**config.mk**
```make
export PLATFORM = sky130hd
export DESIGN_NAME = mips_multicycle_control
export DESIGN_NICKNAME = d
export VERILOG_FILES = /design/src/rtl/mips_multicycle_control.sv
export SDC_FILE = /design/constraint.sdc
export NUM_CORES = 1
export LEC_CHECK = 0
export ABC_AREA = 1
export BUFFER_PORTS_ARGS = -buffer_cell sky130_fd_sc_hd__buf_4
export CELL_PAD_IN_SITES_DETAIL_PLACEMENT = 0
export CELL_PAD_IN_SITES_GLOBAL_PLACEMENT = 1
export CORE_MARGIN = 2
export CORE_UTILIZATION = 28
export DETAILED_ROUTE_END_ITERATION = 12
export GPL_ROUTABILITY_DRIVEN = 0
export PLACE_DENSITY = 0.95
export SLEW_MARGIN = 20
export SYNTH_ARGS = -nofsm -noshare
export SYNTH_HDL_FRONTEND = slang
export SYNTH_SLANG_ARGS = --single-unit
```
**constraint.sdc**
```tcl
create_clock -name clk -period 2.4 [get_ports clk]
set_input_delay 0.24 -clock clk [delete_from_list [all_inputs] [get_ports clk]]
set_output_delay 0.24 -clock clk [all_outputs]
set_load 0.02 [all_outputs]
```
**src/rtl/mips_multicycle_control.sv**
```systemverilog
// Multicycle MIPS control FSM: fetch/decode/execute/memory/writeback sequencing with illegal-op detect.
// Latency: lw 5, sw/R/imm 4, branch/jump 3 cycles; FETCH, MEMRD and MEMWR stall while mem_ready is low.
// Optional retired-instruction counter under macro INSTR_COUNT_EN.
module mips_multicycle_control #(
  parameter int ALU_CTRL_W    = 4,
  parameter bit MEM_HANDSHAKE = 1'b1
`ifdef INSTR_COUNT_EN
  , parameter int COUNT_W     = 32
`endif
) (
  input  logic                  clk,
  input  logic                  reset,
  input  logic [5:0]            opcode,
  input  logic [5:0]            funct,
  input  logic                  zero,
  input  logic                  mem_ready,
  output logic                  pc_en,
  output logic                  iord,
  output logic                  mem_read,
  output logic                  mem_write,
  output logic                  ir_write,
  output logic                  reg_dst,
  output logic                  mem_to_reg,
  output logic                  reg_write,
  output logic                  alu_src_a,
  output logic [1:0]            alu_src_b,
  output logic                  ext_zero,
  output logic [ALU_CTRL_W-1:0] alu_control,
  output logic [1:0]            pc_src,
  output logic [3:0]            state,
  output logic                  illegal_op
`ifdef INSTR_COUNT_EN
  , output logic [COUNT_W-1:0]  instr_count
`endif
);

  typedef enum logic [3:0] {
    S_FETCH  = 4'd0,
    S_DECODE = 4'd1,
    S_MEMADR = 4'd2,
    S_MEMRD  = 4'd3,
    S_MEMWB  = 4'd4,
    S_MEMWR  = 4'd5,
    S_EXEC   = 4'd6,
    S_ALUWB  = 4'd7,
    S_IEXEC  = 4'd8,
    S_IWB    = 4'd9,
    S_BRANCH = 4'd10,
    S_JUMP   = 4'd11
  } state_t;

  localparam logic [5:0] OP_RTYPE = 6'h00;
  localparam logic [5:0] OP_LW    = 6'h23;
  localparam logic [5:0] OP_SW    = 6'h2B;
  localparam logic [5:0] OP_ADDI  = 6'h08;
  localparam logic [5:0] OP_ANDI  = 6'h0C;
  localparam logic [5:0] OP_BEQ   = 6'h04;
  localparam logic [5:0] OP_BNE   = 6'h05;
  localparam logic [5:0] OP_J     = 6'h02;

  localparam logic [ALU_CTRL_W-1:0] ALU_ADD = ALU_CTRL_W'(2);
  localparam logic [ALU_CTRL_W-1:0] ALU_SUB = ALU_CTRL_W'(3);
  localparam logic [ALU_CTRL_W-1:0] ALU_AND = ALU_CTRL_W'(5);
  localparam logic [ALU_CTRL_W-1:0] ALU_OR  = ALU_CTRL_W'(6);
  localparam logic [ALU_CTRL_W-1:0] ALU_SLT = ALU_CTRL_W'(7);
  localparam logic [ALU_CTRL_W-1:0] ALU_SLL = ALU_CTRL_W'(8);

  state_t                  state_q, state_d;
  logic                    mem_ok;
  logic                    funct_ok;
  logic [ALU_CTRL_W-1:0]   funct_alu;

  assign mem_ok = MEM_HANDSHAKE ? mem_ready : 1'b1;
  assign state  = state_q;

  always_ff @(posedge clk or posedge reset) begin
    if (reset) state_q <= S_FETCH;
    else       state_q <= state_d;
  end

  // funct is stable from DECODE onward, so ALUWB re-decodes it instead of latching EXEC's choice
  always_comb begin
    funct_ok  = 1'b1;
    funct_alu = ALU_ADD;
    case (funct)
      6'h20:   funct_alu = ALU_ADD;
      6'h22:   funct_alu = ALU_SUB;
      6'h24:   funct_alu = ALU_AND;
      6'h25:   funct_alu = ALU_OR;
      6'h2A:   funct_alu = ALU_SLT;
      6'h00:   funct_alu = ALU_SLL;
      default: funct_ok  = 1'b0;
    endcase
  end

  always_comb begin
    state_d     = state_q;
    pc_en       = 1'b0;
    iord        = 1'b0;
    mem_read    = 1'b0;
    mem_write   = 1'b0;
    ir_write    = 1'b0;
    reg_dst     = 1'b0;
    mem_to_reg  = 1'b0;
    reg_write   = 1'b0;
    alu_src_a   = 1'b0;
    alu_src_b   = 2'd0;
    ext_zero    = 1'b0;
    alu_control = '0;
    pc_src      = 2'd0;
    illegal_op  = 1'b0;
    case (state_q)
      S_FETCH: begin
        mem_read    = 1'b1;
        alu_src_b   = 2'd1;
        alu_control = ALU_ADD;
        pc_en       = mem_ok;
        ir_write    = mem_ok;
        if (mem_ok) state_d = S_DECODE;
      end
      S_DECODE: begin
        alu_src_b   = 2'd3;
        alu_control = ALU_ADD;
        case (opcode)
          OP_RTYPE:        state_d = S_EXEC;
          OP_LW, OP_SW:    state_d = S_MEMADR;
          OP_ADDI, OP_ANDI: state_d = S_IEXEC;
          OP_BEQ, OP_BNE:  state_d = S_BRANCH;
          OP_J:            state_d = S_JUMP;
          default: begin
            illegal_op = 1'b1;
            state_d    = S_FETCH;
          end
        endcase
      end
      S_MEMADR: begin
        alu_src_a   = 1'b1;
        alu_src_b   = 2'd2;
        alu_control = ALU_ADD;
        if (opcode == OP_LW)      state_d = S_MEMRD;
        else if (opcode == OP_SW) state_d = S_MEMWR;
        else                      state_d = S_FETCH;
      end
      S_MEMRD: begin
        iord     = 1'b1;
        mem_read = 1'b1;
        if (mem_ok) state_d = S_MEMWB;
      end
      S_MEMWB: begin
        reg_write  = 1'b1;
        mem_to_reg = 1'b1;
        state_d    = S_FETCH;
      end
      S_MEMWR: begin
        iord      = 1'b1;
        mem_write = 1'b1;
        if (mem_ok) state_d = S_FETCH;
      end
      S_EXEC: begin
        alu_src_a   = 1'b1;
        alu_control = funct_alu;
        if (funct_ok) begin
          state_d = S_ALUWB;
        end else begin
          illegal_op = 1'b1;
          state_d    = S_FETCH;
        end
      end
      S_ALUWB: begin
        reg_write   = 1'b1;
        reg_dst     = 1'b1;
        alu_control = funct_alu;
        state_d     = S_FETCH;
      end
      S_IEXEC: begin
        alu_src_a   = 1'b1;
        alu_src_b   = 2'd2;
        ext_zero    = (opcode == OP_ANDI);
        alu_control = (opcode == OP_ANDI) ? ALU_AND : ALU_ADD;
        state_d     = S_IWB;
      end
      S_IWB: begin
        reg_write = 1'b1;
        ext_zero  = (opcode == OP_ANDI);
        state_d   = S_FETCH;
      end
      S_BRANCH: begin
        alu_src_a   = 1'b1;
        alu_control = ALU_SUB;
        pc_src      = 2'd1;
        pc_en       = (opcode == OP_BNE) ? ~zero : zero;
        state_d     = S_FETCH;
      end
      S_JUMP: begin
        pc_src  = 2'd2;
        pc_en   = 1'b1;
        state_d = S_FETCH;
      end
      default: state_d = S_FETCH;
    endcase
    // state is already FETCH during reset, whose enables would otherwise follow mem_ready
    if (reset) begin
      pc_en     = 1'b0;
      ir_write  = 1'b0;
      reg_write = 1'b0;
      mem_write = 1'b0;
    end
  end

`ifdef INSTR_COUNT_EN
  logic retire;
  assign retire = (state_q == S_MEMWB) || (state_q == S_ALUWB) || (state_q == S_IWB) ||
                  (state_q == S_BRANCH) || (state_q == S_JUMP) ||
                  ((state_q == S_MEMWR) && mem_ok);

  always_ff @(posedge clk or posedge reset) begin
    if (reset)       instr_count <= '0;
    else if (retire) instr_count <= instr_count + COUNT_W'(1);
  end
`endif

endmodule

```
# Yosys cells after proc, flatten, opt, wreduce, memory -nomap -nowiden
# Index checks and enable logic that the tools add are counted.
# classes
n_mux	32
eq_ne	26
n_reduce_logical	17
n_bitwise	1
# ops
op	count
== test 6 bit, second input constant	7
one-hot mux 4 bit (5 select lines)	2
one-hot mux 4 bit (7 select lines)	1
two-way mux 1 bit	17
== test 4 x 3 -> 1 bit, second input constant	4
== test 4 bit, second input constant	4
one-hot mux 4 bit (4 select lines)	1
OR reduction 2 bit	8
== test 6 x 3 -> 1 bit, second input constant	2
== test 6 x 4 -> 1 bit, second input constant	2
logical NOT 6 bit	2
two-way mux 3 bit	4
two-way mux 4 bit	3
== test 4 x 2 -> 1 bit, second input constant	2
OR reduction 8 bit	1
== test 6 x 2 -> 1 bit, second input constant	1
!= test 2 bit, second input constant	3
one-hot mux 2 bit (3 select lines)	1
OR reduction 3 bit	2
OR reduction 6 bit	1
== test 4 x 1 -> 1 bit, second input constant	1
logical NOT 4 bit	1
one-hot mux 2 bit (2 select lines)	1
OR reduction 4 bit	1
4 further kinds	4
# word_totals
wordCells	77
out_inout_bits	23
reg_bits	4
input_bits	16

# Depth between registers and ports, before layout
# depth
ltp_word	5
depth_mapped	9

# Worst setup path before layout
# Ideal clock, no wire load.
# synth_timing
kind	register to output
startpoint	register state_q[0] (netlist: state[0])
endpoint	output alu_control[1]
path_stages_with_launch	8
t_arrival_ns	1.549
slack_ns	0.611
path_buffers	0
required_time_ns	2.160
path_cell_list	dfrtp_1 -> inv_1 -> nand2_1 -> nor2_1 -> inv_1 -> o21ai_1 -> a21oi_1 -> o21ai_0
# synth_via
elab_chain_cells	3
word_cells_on_any_way	10
cone_classes	eq/ne (6); mux (1); reduce/logical (3)
# synth_lines
item	line	text
from (decl)	68	state_t state_q, state_d;
from (signal assigned)	78	else state_q <= state_d;
== test 4 x 2 -> 1 bit (tied with other cells)	112	case (state_q)
OR reduction 3 bit (no source line) or OR reduction 2 bit (tied branches)	-	
one-hot mux 4 bit (4 select lines) (*)	112	
to (decl)	28	output logic [ALU_CTRL_W-1:0] alu_control,
# Mark *: on every way between the ends. The rest lies on a longest branch, timed or not.

# Final worst setup path
# layout_timing
startpoint	register state_q[1] (netlist: state[1])
endpoint	output alu_control[1]
# The elaborated chain is that of the path after synthesis.

==> results.sh <==
export IMPL_status="finished clean"
export IMPL_layout_commonest_cell="buf_4"
export IMPL_cts_setup_buffers=0
export IMPL_cp_cell_sequence="inv_1 -> nand2_1 -> nor2_1 -> inv_1 -> o21ai_1 -> a21oi_1 -> o21ai_0 -> buf_4"
export IMPL_cts_num_sinks=4
export IMPL_dpl_cell_area_sq_um=1010
export IMPL_grt_pass1_wl_um=3480
export IMPL_cp_max_fo=7
export IMPL_hpwl_um=1820
export IMPL_layout_drive_gt1_share=0.240
export IMPL_irDropWorstVdd_uv=360
export IMPL_die_area_sq_um=2880
export IMPL_fin_hold_ws_ps=330
export IMPL_dr_wl_met3_um=124
export IMPL_r2r_cells=9
export IMPL_cp_end_kind="output port"
export IMPL_fp_dieH_um=53.7
export IMPL_timing_final_crit_share=0.788
export IMPL_numCtsBuffers=3
export IMPL_rsz0062_at_grt="no"
export IMPL_ctsHtreeMaxLevel=1
export IMPL_power_density_nw_per_um2=599
export IMPL_pwr_share_clk=0.138
export IMPL_syn_inst=141
export IMPL_cap_viol_max_count=0
export IMPL_synth_area_sq_um=692
export IMPL_drt_total_wl_um=2160
export IMPL_ys_seq_area_frac=0.145
export IMPL_yosys_warnings=0
export IMPL_fin_crit_ps=1890
export IMPL_dpl_cell_count=209
export IMPL_clock_fmax_mhz=529
export IMPL_ios=39
export IMPL_grt_usage=0.156
export IMPL_path_class="reg -> out"
export IMPL_setup_viol=0
export IMPL_ff2ff_setup_slack_ps=1030
export IMPL_leakagePower_nw=0.620
export IMPL_tightest_slew_ps=323
export IMPL_antennaDiodeCount=0
export IMPL_cts_root_buf="clkbuf_4"
export IMPL_arrival_ps=1650
export IMPL_hold_violations=0
export IMPL_worstSetupStartpointType="register"
export IMPL_switching_share=0.513
export IMPL_die_x_um=53.7
export IMPL_wirelength_met1_um=1000
export IMPL_final_cell_mix="38 x buf_4, 33 x nand2_1, 32 x nor2_1, 29 x inv_1, 12 x nand3_1"
export IMPL_syn2layout_area_growth_pct=51.4
export IMPL_finalSetupTns_ps=0
export IMPL_dpl_worst_slack_ps=760
export IMPL_finClkSkew_ps=0.939
export IMPL_crit_required_ps=2160
export IMPL_cp_common_cell="inv_1"
export IMPL_vias_per_cell=4.71
export IMPL_slowest_stage="dfrtp_1"
export IMPL_first_global_vias=844
export IMPL_clk_pin_slew_ps=40
export IMPL_fin_ws_ps=509
export IMPL_hold_path_end="state[2]$_DFFE_PP0P_"
export IMPL_fin_nets=201
export IMPL_ys_ff_latch=4
export IMPL_timing_final_max_slew_violations=0
export IMPL_crit_family="flip-flops"
export IMPL_cts_tree="done"
export IMPL_rr_startpoint="state[2]$_DFFE_PP0P_"
export IMPL_wl_met2_um=1030
export IMPL_cts_buffer_depth=2
export IMPL_grt_max_degree=8
export IMPL_synth_cell_types=16
export IMPL_comb_power_share=0.706
export IMPL_grt_overflow_total=0
export IMPL_grt_antenna_before_repair=0
export IMPL_holdCritPathClass="in -> reg"
export IMPL_holdPathStages=4
export IMPL_max_stage_delay_ps=440
export IMPL_detail_route_antenna_nets=0
export IMPL_largest_reg_flops=4
export IMPL_p_seq_frac=0.156
export IMPL_portBuffers=38
export IMPL_insertion_delay_ps=240
export IMPL_drc=0
export IMPL_num_vias=1003
export IMPL_rr_endpoint="state[2]$_DFFE_PP0P_"
export IMPL_crit_buf_inv=3
export IMPL_fin_cells=213
export IMPL_power_switching_mw=0.322
export IMPL_drt_iter0_drc=23
export IMPL_dr_max_layer_used="met3"
export IMPL_wl_per_cell_um=10.1
export IMPL_core_sq_um=2410
export IMPL_holdCritStartpoint="mem_ready"
export IMPL_syn_avg_cell_area_sq_um=4.91
export IMPL_finalInstanceArea_sq_um=1050
export IMPL_dr_pass1_iters=4
export IMPL_maxSlewHeadroom=0.784
export IMPL_synth_fp_nets=157
export IMPL_internal_power_mw=0.305
export IMPL_rows=18
export IMPL_initial_utilization=0.287
-- power by group through the flow --
stage | logic (mW) | clock network, mW | registers (mW)
2_1_floorplan | 0.247 | 0 | 0.115
3_3_place_gp | 0.438 | 0 | 0.0992
3_5_place_dp | 0.441 | 0 | 0.0989
4_1_cts | 0.445 | 0.0899 | 0.0980
5_1_grt | 0.486 | 0.0967 | 0.101
6_report | 0.443 | 0.0867 | 0.0975
-- layout make-up --
| class | instances | area [sq um] |
|---|---|---|
| sequential | 4 | 100 |
| fill | 266 | 1360 |
| tap | 30 | 37.5 |
| clock buffer | 3 | 22.5 |
| timing repair buffer | 39 | 295 |
| multi-input combinational | 107 | 479 |
| inverter | 30 | 113 |
-- kinds of logic after synthesis --
logic type	after synthesis	share of synthesized area
AO/OA/AOI/OAI	17	0.128
XOR/XNOR	1	0.0127
buffers and inverters	30	0.163
flip-flops	4	0.145
AND/OR/NAND/NOR	89	0.552
-- worst max path at each step --
| stage | end | slack (ps) | startpoint | cells past startpoint |
|---|---|---|---|---|
| 5_1_grt | alu_control[1] | 320 | state[2]$_DFFE_PP0P_ | 8 |
| 2_1_floorplan | alu_control[1] | 610 | state[0]$_DFFE_PP0P_ | 7 |
| 3_5_place_dp | alu_control[1] | 760 | state[1]$_DFFE_PP0P_ | 8 |
| 4_1_cts | alu_control[1] | 500 | state[1]$_DFFE_PP0P_ | 8 |
| 3_3_place_gp | alu_control[1] | 770 | state[1]$_DFFE_PP0P_ | 8 |
| 6_report | alu_control[1] | 510 | state[1]$_DFFE_PP0P_ | 8 |
-- Yosys cell counts --
| master | n | area [sq um] |
|---|---|---|
| nor2_2 | 1 | 6.26 |
| o21ai_1 | 1 | 5.00 |
| nor2_1 | 32 | 120 |
| nor3_1 | 2 | 10.0 |
| inv_1 | 29 | 109 |
| o21ai_0 | 9 | 45.0 |
| a21oi_1 | 5 | 25.0 |
| nand2_1 | 33 | 124 |
| nand3_1 | 12 | 60.1 |
| dfrtp_1 | 4 | 100 |
| nand4_1 | 8 | 50.1 |
| inv_2 | 1 | 3.75 |
| o211ai_1 | 1 | 7.51 |
| nor2_4 | 1 | 11.3 |
| o22ai_1 | 1 | 6.26 |
| xnor2_1 | 1 | 8.76 |
-- through the flow --
stage	power, mW	utilization
6_report	0.627	0.435
5_1_grt	0.684	0.435
4_1_cts	0.633	0.435
3_5_place_dp	0.540	0.421
3_3_place_gp	0.537	0.421
2_1_floorplan	0.362	-
-- tightest hold or removal path: stages --
cell and delay [ps]:
buf_4 90, inv_1 60, nand2_1 80, nand2_1 50
-- routing by layer --
metal  vias up  global-route usage
met2        27               0.278
met5         -                   0
met1       445               0.208
met4         0              0.0128
met3         0              0.0167
li1        531                   -
-- timing repair --
item / in CTS / in global routing
endpoints found under the hold margin: 4 / 0
gates resized for setup: 0 / 0
hold buffers: 1 / 0
Note: power is estimated with default switching activity, not from simulation.
